$ cat config.mk
export PLATFORM = sky130hd
export DESIGN_NAME = cmd_master
export DESIGN_NICKNAME = d
export VERILOG_FILES = /design/src/rtl/cmd_master.sv
export SDC_FILE = /design/constraint.sdc
export NUM_CORES = 1
export LEC_CHECK = 0
export BUFFER_PORTS_ARGS = -buffer_cell sky130_fd_sc_hd__clkbuf_2
export CAP_MARGIN = 20
export CELL_PAD_IN_SITES_DETAIL_PLACEMENT = 2
export CELL_PAD_IN_SITES_GLOBAL_PLACEMENT = 2
export CORE_ASPECT_RATIO = 2
export CORE_MARGIN = 8
export CORE_UTILIZATION = 25
export CTS_CLUSTER_DIAMETER = 50
export DETAILED_ROUTE_END_ITERATION = 8
export GPL_TIMING_DRIVEN = 1
export PLACE_DENSITY = 0.63
export SYNTH_ARGS = -nofsm -noshare
export SYNTH_HDL_FRONTEND = slang
export SYNTH_SLANG_ARGS = --single-unit
export TNS_END_PERCENT = 100
$ cat constraint.sdc
create_clock -name clk_i -period 3.43 [get_ports clk_i]
set_input_delay 0 -clock clk_i [delete_from_list [all_inputs] [get_ports clk_i]]
set_output_delay 0 -clock clk_i [all_outputs]
set_load 0.01 [all_outputs]
$ cat src/rtl/cmd_master.sv
// cmd_master: host-side initiator that turns single register read/write
// requests into protocol bytes for a UART and collects the one-byte read reply.
// Ports:
//   clk_i, rst_n_i            clock, async active-low reset
//   req_valid_i/req_ready_o   request handshake; req_wr_i, req_addr_i, req_wdata_i
//   rsp_valid_o               one-cycle completion pulse; rsp_rdata_o, rsp_err_o
//   tx_valid_o, tx_byte_o     byte launch to the UART transmitter; tx_busy_i
//   cts_i                     peer clear-to-send gate for each byte launch
//   rx_received_i, rx_byte_i  reply byte from the UART receiver; rx_error_i
module cmd_master #(
  parameter int unsigned TIMEOUT_CYCLES = 1000000,
  parameter int unsigned CNT_W          = 20
) (
  input  logic       clk_i,
  input  logic       rst_n_i,
  input  logic       req_valid_i,
  output logic       req_ready_o,
  input  logic       req_wr_i,
  input  logic [6:0] req_addr_i,
  input  logic [7:0] req_wdata_i,
  output logic       rsp_valid_o,
  output logic [7:0] rsp_rdata_o,
  output logic       rsp_err_o,
  output logic       tx_valid_o,
  output logic [7:0] tx_byte_o,
  input  logic       tx_busy_i,
  input  logic       cts_i,
  input  logic       rx_received_i,
  input  logic [7:0] rx_byte_i,
  input  logic       rx_error_i
);

  typedef enum logic [2:0] {
    IDLE,
    CMD_SEND,
    CMD_WAIT,
    DATA_SEND,
    DATA_WAIT,
    RSP_WAIT,
    DONE
  } state_e;

  localparam logic [CNT_W-1:0] CNT_LAST =
    CNT_W'(TIMEOUT_CYCLES - 1);

  state_e           state_q, state_d;
  logic             wr_q, wr_d;
  logic [6:0]       addr_q, addr_d;
  logic [7:0]       wdata_q, wdata_d;
  logic             seen_q, seen_d;
  logic [CNT_W-1:0] cnt_q, cnt_d;
  logic             ready_q, ready_d;
  logic             rsp_valid_q, rsp_valid_d;
  logic [7:0]       rdata_q, rdata_d;
  logic             err_q, err_d;
  logic             tx_valid_q, tx_valid_d;
  logic [7:0]       tx_byte_q, tx_byte_d;

  always_comb begin
    state_d    = state_q;
    wr_d       = wr_q;
    addr_d     = addr_q;
    wdata_d    = wdata_q;
    seen_d     = seen_q;
    cnt_d      = cnt_q;
    rdata_d    = rdata_q;
    err_d      = err_q;
    tx_valid_d = 1'b0;
    tx_byte_d  = tx_byte_q;
    unique case (state_q)
      IDLE: begin
        if (req_valid_i && ready_q) begin
          wr_d    = req_wr_i;
          addr_d  = req_addr_i;
          wdata_d = req_wdata_i;
          state_d = CMD_SEND;
        end
      end
      CMD_SEND: begin
        if (!tx_busy_i && cts_i) begin
          tx_valid_d = 1'b1;
          tx_byte_d  = {wr_q, addr_q};
          seen_d     = 1'b0;
          state_d    = CMD_WAIT;
        end
      end
      CMD_WAIT: begin
        // The UART raises busy a cycle after the launch pulse, so wait
        // for a busy period to be seen before treating busy=0 as done.
        if (tx_busy_i) begin
          seen_d = 1'b1;
        end else if (seen_q) begin
          if (wr_q) begin
            state_d = DATA_SEND;
          end else begin
            cnt_d   = '0;
            state_d = RSP_WAIT;
          end
        end
      end
      DATA_SEND: begin
        if (!tx_busy_i && cts_i) begin
          tx_valid_d = 1'b1;
          tx_byte_d  = wdata_q;
          seen_d     = 1'b0;
          state_d    = DATA_WAIT;
        end
      end
      DATA_WAIT: begin
        if (tx_busy_i) begin
          seen_d = 1'b1;
        end else if (seen_q) begin
          rdata_d = 8'h00;
          err_d   = 1'b0;
          state_d = DONE;
        end
      end
      RSP_WAIT: begin
        cnt_d = cnt_q + CNT_W'(1);
        // A received byte beats both a bare error strobe and the timeout.
        if (rx_received_i) begin
          rdata_d = rx_byte_i;
          err_d   = rx_error_i;
          state_d = DONE;
        end else if (rx_error_i || (cnt_q == CNT_LAST)) begin
          rdata_d = 8'h00;
          err_d   = 1'b1;
          state_d = DONE;
        end
      end
      DONE: begin
        state_d = IDLE;
      end
      default: begin
        state_d = IDLE;
      end
    endcase
    ready_d     = (state_d == IDLE);
    rsp_valid_d = (state_d == DONE);
  end

  always_ff @(posedge clk_i or negedge rst_n_i) begin
    if (!rst_n_i) begin
      state_q     <= IDLE;
      wr_q        <= 1'b0;
      addr_q      <= 7'h00;
      wdata_q     <= 8'h00;
      seen_q      <= 1'b0;
      cnt_q       <= '0;
      ready_q     <= 1'b1;
      rsp_valid_q <= 1'b0;
      rdata_q     <= 8'h00;
      err_q       <= 1'b0;
      tx_valid_q  <= 1'b0;
      tx_byte_q   <= 8'h00;
    end else begin
      state_q     <= state_d;
      wr_q        <= wr_d;
      addr_q      <= addr_d;
      wdata_q     <= wdata_d;
      seen_q      <= seen_d;
      cnt_q       <= cnt_d;
      ready_q     <= ready_d;
      rsp_valid_q <= rsp_valid_d;
      rdata_q     <= rdata_d;
      err_q       <= err_d;
      tx_valid_q  <= tx_valid_d;
      tx_byte_q   <= tx_byte_d;
    end
  end

  assign req_ready_o = ready_q;
  assign rsp_valid_o = rsp_valid_q;
  assign rsp_rdata_o = rdata_q;
  assign rsp_err_o   = err_q;
  assign tx_valid_o  = tx_valid_q;
  assign tx_byte_o   = tx_byte_q;

endmodule

Yosys cells after proc, flatten, opt, wreduce, memory -nomap -nowiden
Cells that the tools add are included.

Register bits: 60. Input port bits: 31. Output and inout port bits: 20. Word-level logic and storage cells: 80.

Add/subtract/negate cells: 1. Equality and inequality tests: 17. Multiplexer cells: 33. Reduce and logical (&&, ||, !) cells: 17.

Operators with widths (count): 20-bit two-way mux (3); 8-bit two-way mux (6); 20-bit case mux with 2 select lines (1); 8-bit case mux with 2 select lines (2); 3-bit two-way mux (10); 20-bit by 1-bit adder with 20-bit output (second input constant) (1); 20-bit == test (second input constant) (1); 3-bit case mux with 6 select lines (1); 2-bit inequality test (second input constant) (7); 3-bit == test (second input constant) (3); 1-bit two-way mux (8); 4-bit AND reduction (2); 2-bit nonzero test (4); 3-bit by 2-bit == test with 1-bit output (second input constant) (2); 3-bit zero test (2); 3-bit AND reduction (2); 2-bit by 1-bit inequality test with 1-bit output (second input constant) (2); 1-bit case mux with 2 select lines (2); 2-bit OR reduction (2); 3-bit by 1-bit == test with 1-bit output (second input constant) (1); 3-bit inequality test (second input constant) (1); 1-bit logical AND (2); 2-bit AND reduction (1); 1-bit zero test (1); 1-bit logical OR (1).

Longest topological paths before layout
Gate-level depths: netlist (run 1).

Depth in word-level cells: 6. Gate-level depth with buffers: 8. Depth with buffers taken out: 5.

Worst setup path before layout (run 1)
Ideal clock, no wire load.

Path kind: reg2reg. Start point: reg cnt_q[13]. End point: reg rdata_q[0] (netlist: rsp_rdata_o[0]). Library setup time: 122 ps. Arrival time: 1745 ps. Required time: 3308 ps. Slack: 1563 ps. Stages on the path, launching flop included: 6. Path buffers: 1. Clock period less this slack: 1867 ps. Cells stage by stage: dfrtp_1 > or4b_4 > nor4_4 > a31oi_1 > buf_6 > a32o_1.

Longest elaborated chain between the ends: 4.

RTL lines: start: declaration (line 51) `logic [CNT_W-1:0] cnt_q, cnt_d;`; start signal: assignment (line 162) `cnt_q <= cnt_d;`; 20-bit == test (line 125) `end else if (rx_error_i || (cnt_q == CNT_LAST)) begin`; 1-bit logical OR (line 125); 3-bit inequality test (no line); 4-bit AND reduction (no line); end signal: assignment (line 165) `rdata_q <= rdata_d;`; end: declaration (line 54) `logic [7:0] rdata_q, rdata_d;`.

No other way between the ends. A chain may end at the register's enable or synchronous reset.

Final worst setup path (run 1)
Start point: reg state_q[1]. End point: reg state_q[1].

Longest elaborated chain between the ends: 3. Elaborated cells on any way between the ends: 16. Those cells by class: eq/ne (5); mux (10); reduce/logical (1).

RTL lines: start: declaration (line 46) `state_e state_q, state_d;`; start signal: assignment (line 157) `state_q <= state_d;`; 3-bit two-way mux, on equally long branches (line 125, 112, 92); 3-bit two-way mux, on equally long branches (line 121, 110, 90); 3-bit case mux with 6 select lines * (line 70) `unique case (state_q)`; named net state_d[1] (line 46).

Mark *: on every way through the listed nets, which the timed path passes. The rest lies on a longest branch.

==> results.txt, run 1 <==
Cell chosen for the clock root: sky130_fd_sc_hd__clkbuf_16. TritonCTS built the clock tree. The final weighted congestion of routability-driven global placement came out at 0.738.

The detail-routed net length per standard cell was 18.6 µm; the iteration count of the initial detailed-routing pass was 4. Counting every instance in the synthesized netlist gives 255. The run gives 3 as the H-tree depth. Most instantiated flip-flop cell in the synthesis netlist: sky130_fd_sc_hd__dfrtp_1. The worst-case reg-to-reg path depth works out to 3. The tools report the required time of the critical path as 3590 ps. The reg-to-reg critical path startpoint was state_q[1]$_DFF_PN0_. End point of the critical path: state_q[1]$_DFF_PN0_. The worst-case IR drop observed on VDD is 0.490 mV. The tools report the number of hold-slack violations in the final timing report as 0. The fraction of layout cells with a size suffix above 1 came out at 27.4%.

Deepest clock path buffer count: 2. Setup repair after global routing left no endpoint under its margin. The launching instance or port of the critical path was state_q[1]$_DFF_PN0_. Power density over cell area: 738 nW/µm². For the total of fill cells in the finished design, the log shows 1205. The total wire length is 8840 µm, and the aggregate global routing overflow is 0.

For the violation count after the first detailed-routing iteration, the log shows 53. Of all flip-flops after synthesis, the portion carrying an async set or reset was 100%. The mean area per synthesized cell works out to 11.1 µm².

For the pin with the worst max-slew slack, the measured transition is 1010 ps. In the global route stage, overall resource usage came out at 12.3%. The Yosys warning count is 0, and the horizontal die dimension is 91.3 µm. The kind of capture point of the worst setup path is a flip-flop.

The number of diodes came out at 0. In this run the core area contains 55 standard-cell rows. Buffers added to address setup during post-CTS repair amount to 0.

The HPWL after detailed placement is 6590 µm. The setup path with the least slack is of type flip-flop to flip-flop. Across the routed clock network, the largest skew measured is 4.47 ps. For this design the static power due to leakage is 0.00167 µW.

Summing all multi-input logic gate instances after layout gives 1240 µm². The worst pin sits at a relative slew slack of 32.0%. Clock latency of the later-clocked register in the worst-skew pair: 330 ps.

For the max-capacitance violation count, the log shows 0. The endpoint identified for the worst register-to-register timing path is state_q[1]$_DFF_PN0_. The tools report the layout net count as 359. In the routed design, unresolved DRC markers number 0. For this block, the via count after detailed routing is 2357.

The via count of the first global-routing pass is 2780, and the initial antenna violation count is 0. The first global-routing pass estimated 14700 µm of wire. Initial standard-cell utilization of the core: 25.3%. The number of synthesized register bits works out to 60. Dividing the final minimum period by the clock period gives 67.7%. The clock-pin slew of the registers on the worst-case setup and hold paths came out at 50 ps. During placement, the flow inserted port buffers numbering 50. The setup check on the worst reg-to-reg path leaves a slack of 1110 ps. The core region is 11200 µm². The number of nets handed over by synthesis was 287. The growth of design area from synthesis to finish is 32.0%.

Summing the sequential cell areas from Yosys gives 53.0% of the chip area. The die covers 15200 µm². The tools report the total of hold buffers inserted after clock tree synthesis as 25. The tools report the worst hold slack as 49.6 ps. The smallest clock period supported by the final layout is computed as 2320 ps. Summed over all failing endpoints, the final setup total negative slack is 0 ps. The number of enable flip-flop cells after synthesis is 0. Setup violations remaining at the end of the flow were counted as 0. For the sink count of the clock tree, the log shows 60. Pin placement for this block handled 51 I/O pins. The cell area after synthesis is 2830 µm². The run gives 41 as the number of different library cells in the post-synthesis netlist. The via density per instance came out at 4.97.

The library cells used most frequently in the layout, excluding fill and tap cells, are sky130_fd_sc_hd__dfrtp_1 (59), sky130_fd_sc_hd__clkbuf_2 (50), sky130_fd_sc_hd__dlygate4sd3_1 (25), sky130_fd_sc_hd__nand2_1 (21), sky130_fd_sc_hd__a21oi_1 (20). Counting the buffers created by CTS gives 9. The max-slew violation count was 0.

After clock tree synthesis, the repair step resized 0 gates. Along the worst path, the maximum fanout reaches 16. The logs give 1500 µm² for the area taken by flip-flops and latches and 431 MHz for the maximum operating frequency. The die extent in y works out to 167 µm.

Type of element launching the critical path: a flip-flop. The tools report the number of nets still failing antenna checks after routing as 0. The final cell count without fillers came out at 474.

The total placed cells including tap cells is 433. At the worst endpoint, the arrival time is 2480 ps. Path category of the worst min-delay check: input port to flip-flop.

For the pin count of the biggest net entering global routing, the log shows 32. The flow ran to the end, and the final reports show no timing, DRC or antenna violations. The most common cell after layout, fill and taps aside was sky130_fd_sc_hd__dfrtp_1.
## cells by family (layout without fill, tap and decap cells)
group	after synthesis	count (layout)	synth area share [%]
AO/OA/AOI/OAI	46	46	10.8
AND/OR/NAND/NOR	89	89	18.4
buffers and inverters	21	98	3.36
flip-flops	60	60	53.0
multiplexers	35	35	13.1
adder cells (fa/ha/maj)	1	1	0.441
XOR/XNOR	3	3	0.927
## how the worst min path moves through the flow
| stage | startpoint | endpoint | slack (ps) | cells past startpoint |
|---|---|---|---|---|
| 4_1_cts | rx_received_i | rsp_err_o$_DFFE_PN0P_ | 50 | 3 |
| 3_5_place_dp | rst_n_i | tx_byte_o[1]$_DFFE_PN0P_ | 150 | 1 |
| 3_3_place_gp | rst_n_i | tx_byte_o[1]$_DFFE_PN0P_ | 140 | 1 |
| 5_1_grt | rx_received_i | rsp_err_o$_DFFE_PN0P_ | 60 | 3 |
| 6_report | rx_received_i | rsp_err_o$_DFFE_PN0P_ | 50 | 3 |
| 2_1_floorplan | rst_n_i | addr_q[0]$_DFFE_PN0P_ | -300 | 0 |
## Yosys cell counts (all sizes together) (3+ instances only)
cell / instances / area share [%]
inv: 4 / 0.53
o31ai: 6 / 1.6
nand2: 21 / 2.8
nor4: 3 / 1.2
xor2: 3 / 0.93
nor2: 15 / 2.0
a32o: 9 / 3.2
a21oi: 20 / 3.5
nor4b: 3 / 0.93
nand3: 7 / 1.2
clkbuf: 9 / 1.2
or4: 6 / 1.6
nand2b: 9 / 2.0
mux2: 16 / 6.4
o21ai: 5 / 0.88
nand4: 6 / 1.3
dfrtp: 59 / 52
buf: 8 / 1.6
mux2i: 19 / 6.7
## routing by layer
metal | wire [µm] | track usage, % | vias up | part of all wire, %
met3 | 399 | 3.56 | 19 | 4.5
met1 | 2780 | 10.6 | 1213 | 31
met5 | 0 | 0 | - | 0
met2 | 5410 | 24.5 | 48 | 61
li1 | - | - | 1077 | -
met4 | 246 | 5.96 | 0 | 2.8
## power breakdown
part           internal [µW]  switching, µW
sequential               951            221
combinational            373            379
clock                    509            329
## area by class of cell
cell class	count	area share, %
tap	142	4.75
timing repair buffer	78	14.0
sequential	60	40.2
clock buffer	11	6.49
clock inverter	5	1.00
inverter	4	0.401
multi-input combinational	174	33.2
## registers in the layout (all words and copies together) (netlist names)
signal,count
addr_q,7
cnt_q,20
req_ready_o,1
rsp_err_o,1
rsp_rdata_o,8
rsp_valid_o,1
seen_q,1
state_q,3
tx_byte_o,8
tx_valid_o,1
wdata_q,8
wr_q,1
## stage by stage
step | worst slack [ps] | utilization (%) | instance area, µm² | total power [µW]
after floorplan | 1560 | - | 2830 | 1620
after global placement | 1070 | 28.6 | 3210 | 1890
after CTS | 1050 | 33.4 | 3740 | 2820
after global routing | 871 | 33.4 | 3740 | 2930
after detailed placement | 1070 | 28.6 | 3210 | 1940
final | 1110 | 33.4 | 3740 | 2760
## worst max-delay path, stage by stage (launching register included)
cell                      delay [ps]
sky130_fd_sc_hd__dfrtp_1         790
sky130_fd_sc_hd__and3b_1         340
sky130_fd_sc_hd__a31oi_1         840
sky130_fd_sc_hd__nand3_1         180
(Power assumes the default switching activity.)
==> run 2: changes to the inputs <==
PLACE_DENSITY = 0.65   (was 0.63)
clock period = 2 ns   (was 3.43 ns; I/O delays follow)
==> results.txt, run 2 (synthesis results as in run 1) <==
The tools report the total of fill cells in the finished design as 1194. The final layout contains routed wiring with a total length of 8720 µm. The clock network burns 29.0% of the power.

The sink count of the clock tree was 60. Leaving out fill and tap cells, the most frequent cells in the layout are sky130_fd_sc_hd__dfrtp_1 (59), sky130_fd_sc_hd__clkbuf_2 (50), sky130_fd_sc_hd__dlygate4sd3_1 (25), sky130_fd_sc_hd__nand2_1 (21), sky130_fd_sc_hd__a21oi_1 (20). After clock tree synthesis, the clock-pin slew on the worst setup and hold paths is 60 ps. The worst path uses 92.4% of the clock period. The tools report the total leakage power as 0.00176 µW. In the final layout, flip-flops and latches occupy 1500 µm². The reg-to-reg critical path startpoint was cnt_q[6]$_DFFE_PN0P_. The largest fanout on the critical path was 7; the clock tree skew after final layout was 7.85 ps. The placeable core region was 11200 µm².

The logs give 0.770 for the final weighted congestion of routability-driven global placement and 30.7% for the combinational cell fraction of total power. The tools report the count of final setup violators as 0. The max-capacitance violation count was 0; the delay of the slowest cell on the worst path was 520 ps. The tools report the cell chosen for the clock root as sky130_fd_sc_hd__clkbuf_16.

The tools report the initial standard-cell utilization of the core as 25.3%. From bottom edge to top edge, the die measures 167 µm. After routing, the total negative slack on setup checks comes to 0 ps.

The first global-routing pass estimated 14600 µm of wire. The startpoint identified for the worst hold timing path is rx_received_i. Relative to the synthesized area, the layout overhead comes to 36.9%. The number of antenna diodes in the final layout is 0.

Global routing used 12.3% of the available tracks across all layers. The die covers 15200 µm². For this run the aggregate overflow at the end of global routing stands at 0. For the worst setup path, the data arrival time is 2100 ps.

The slew at the pin closest to its max-slew limit was 534 ps. The design draws 4760 µW. For the worst setup path, the data required time is 2250 ps.

Setup repair after global routing left no endpoint under its margin. TritonCTS built the clock tree. The flow ran to the end, and the final reports show no timing, DRC or antenna violations.

The buffers plus inverters on the worst setup path was 1; the violation count after the first detailed-routing iteration was 61. 51 I/O pins were placed. In this run, flip-flops and latches consume 40.3% of the power. For the deepest clock path buffer count, the log shows 2.

Max-slew violation count: 0. The worst hold path was traced through 3 stages. For the CTS buffer count, the log shows 9. The tools report the net switching power as 1580 µW. The maximum operating frequency was 541 MHz; the clock latency of the later-clocked register in the worst-skew pair was 330 ps.

The iteration count of the initial detailed-routing pass is 2, and the minimum period implied by the final worst setup slack is 1850 ps. Net switching is 33.2% of the power. The via density per instance is 4.92, and the power density over cell area is 1230 nW/µm². In this run the worst hold path is classified as input port to flip-flop. In this run the tightest slew margin relative to its limit is 64.4%. Of the cells placed in the final design, the portion with a size suffix greater than 1 is 30.8%.

The run gives 0 as the number of nets still failing antenna checks after routing. The most common cell after layout, fill and taps aside was sky130_fd_sc_hd__dfrtp_1. The register with the most flip-flops in the layout has 20 of them. The dominant delay contributor by cell family on the critical path was simple AND/OR/NAND/NOR gates. The run gives 2832 as the via count of the first global-routing pass. The slack of the worst reg-to-reg path came out at 150 ps.

On the critical path, the stage with the largest delay is an instance of sky130_fd_sc_hd__or3_1. In this run the horizontal extent of the chip is 91.3 µm. The worst register-to-register path ends at cnt_q[15]$_DFFE_PN0P_. The worst setup path is launched from a flip-flop. Dividing the detail-routed wire length by the instance count gives 17.8 µm. The logs give 0.623 mV for the peak supply drop and 6410 µm for the detailed placer's ending HPWL. The worst setup path is of the flip-flop to flip-flop kind. The worst-case reg-to-reg path depth is 5, and the DRC violation count after routing is 0. Footprint of the multi-input gates: 1250 µm².

The most flop-heavy register is cnt_q. The number of hold-slack violations in the final timing report was 0; the number of input and output port buffers inserted was 50. Initial antenna violation count: 0. Walking the worst path, the cells encountered are buf_4, nand4_1, or3_1, nor4b_1, mux2i_1.

In this run the number of H-tree levels came out at 3. The cell-internal power was 3180 µW. The net count of the finished layout is 376.

STA classifies the critical path endpoint as a flip-flop. The worst hold path terminates at rsp_err_o$_DFFE_PN0P_. Summing over every cut layer, the via total after detailed routing is 2404. Row count: 55. For the pin count of the biggest net entering global routing, the log shows 43.
==> run 2: per-layer routing <==
metal | global-route usage, % | vias up | part of all wire (%)
li1 | - | 1107 | -
met1 | 10.8 | 1239 | 35
met2 | 23.9 | 43 | 60
met3 | 3.96 | 15 | 4.0
met4 | 5.81 | 0 | 1.8
met5 | 0 | - | 0
==> run 2: power by group through the flow <==
stage	combinational [µW]	sequential, µW	clock (µW)
3_5_place_dp	1450	1940	0
4_1_cts	1500	1930	1430
5_1_grt	1630	1980	1460
3_3_place_gp	1400	1930	0
6_report	1460	1920	1380
2_1_floorplan	862	1920	0
==> run 2: cell type report <==
class | count | area share, %
clock buffer | 9 | 5.81
tap | 142 | 4.58
inverter | 4 | 0.387
timing repair buffer | 95 | 17.4
clock inverter | 5 | 0.806
sequential | 60 | 38.7
multi-input combinational | 174 | 32.3
==> run 2: how the worst max path moves through the flow <==
stage | from | end | slack (ps) | cells after the start
6_report | cnt_q[6]$_DFFE_PN0P_ | cnt_q[15]$_DFFE_PN0P_ | 150 | 5
2_1_floorplan | cnt_q[13]$_DFFE_PN0P_ | rsp_rdata_o[0]$_DFFE_PN0P_ | 130 | 5
5_1_grt | cnt_q[5]$_DFFE_PN0P_ | cnt_q[15]$_DFFE_PN0P_ | 20 | 4
3_3_place_gp | cnt_q[13]$_DFFE_PN0P_ | rsp_rdata_o[5]$_DFFE_PN0P_ | 80 | 5
3_5_place_dp | cnt_q[13]$_DFFE_PN0P_ | rsp_rdata_o[5]$_DFFE_PN0P_ | 60 | 5
4_1_cts | cnt_q[13]$_DFFE_PN0P_ | rsp_rdata_o[5]$_DFFE_PN0P_ | 40 | 5
==> run 2: what timing repair did <==
action / in CTS / in global routing
endpoints found under the hold margin: 42 / 0
setup endpoints to repair: 0 / 8
hold buffers: 25 / 0
buffers inserted: 0 / 2
gates resized for setup: 0 / 0
==> run 2: per-stage QoR <==
stage | area, µm² | instances | setup slack [ps] | utilization, % | hold slack [ps]
2_1_floorplan | 2830 | 255 | 133 | - | -296
6_report | 3880 | 489 | 151 | 34.6 | 56.1
3_3_place_gp | 3360 | 448 | 76.0 | 29.9 | -2.34
4_1_cts | 3860 | 487 | 42.8 | 34.4 | 51.7
5_1_grt | 3880 | 489 | 16.0 | 34.6 | 52.3
3_5_place_dp | 3360 | 448 | 59.5 | 29.9 | 6.25
==> run 2: tightest hold or removal path, stage by stage <==
cell and delay [ps]:
sky130_fd_sc_hd__clkbuf_2 120, sky130_fd_sc_hd__a32o_1 150, sky130_fd_sc_hd__mux2i_1 70
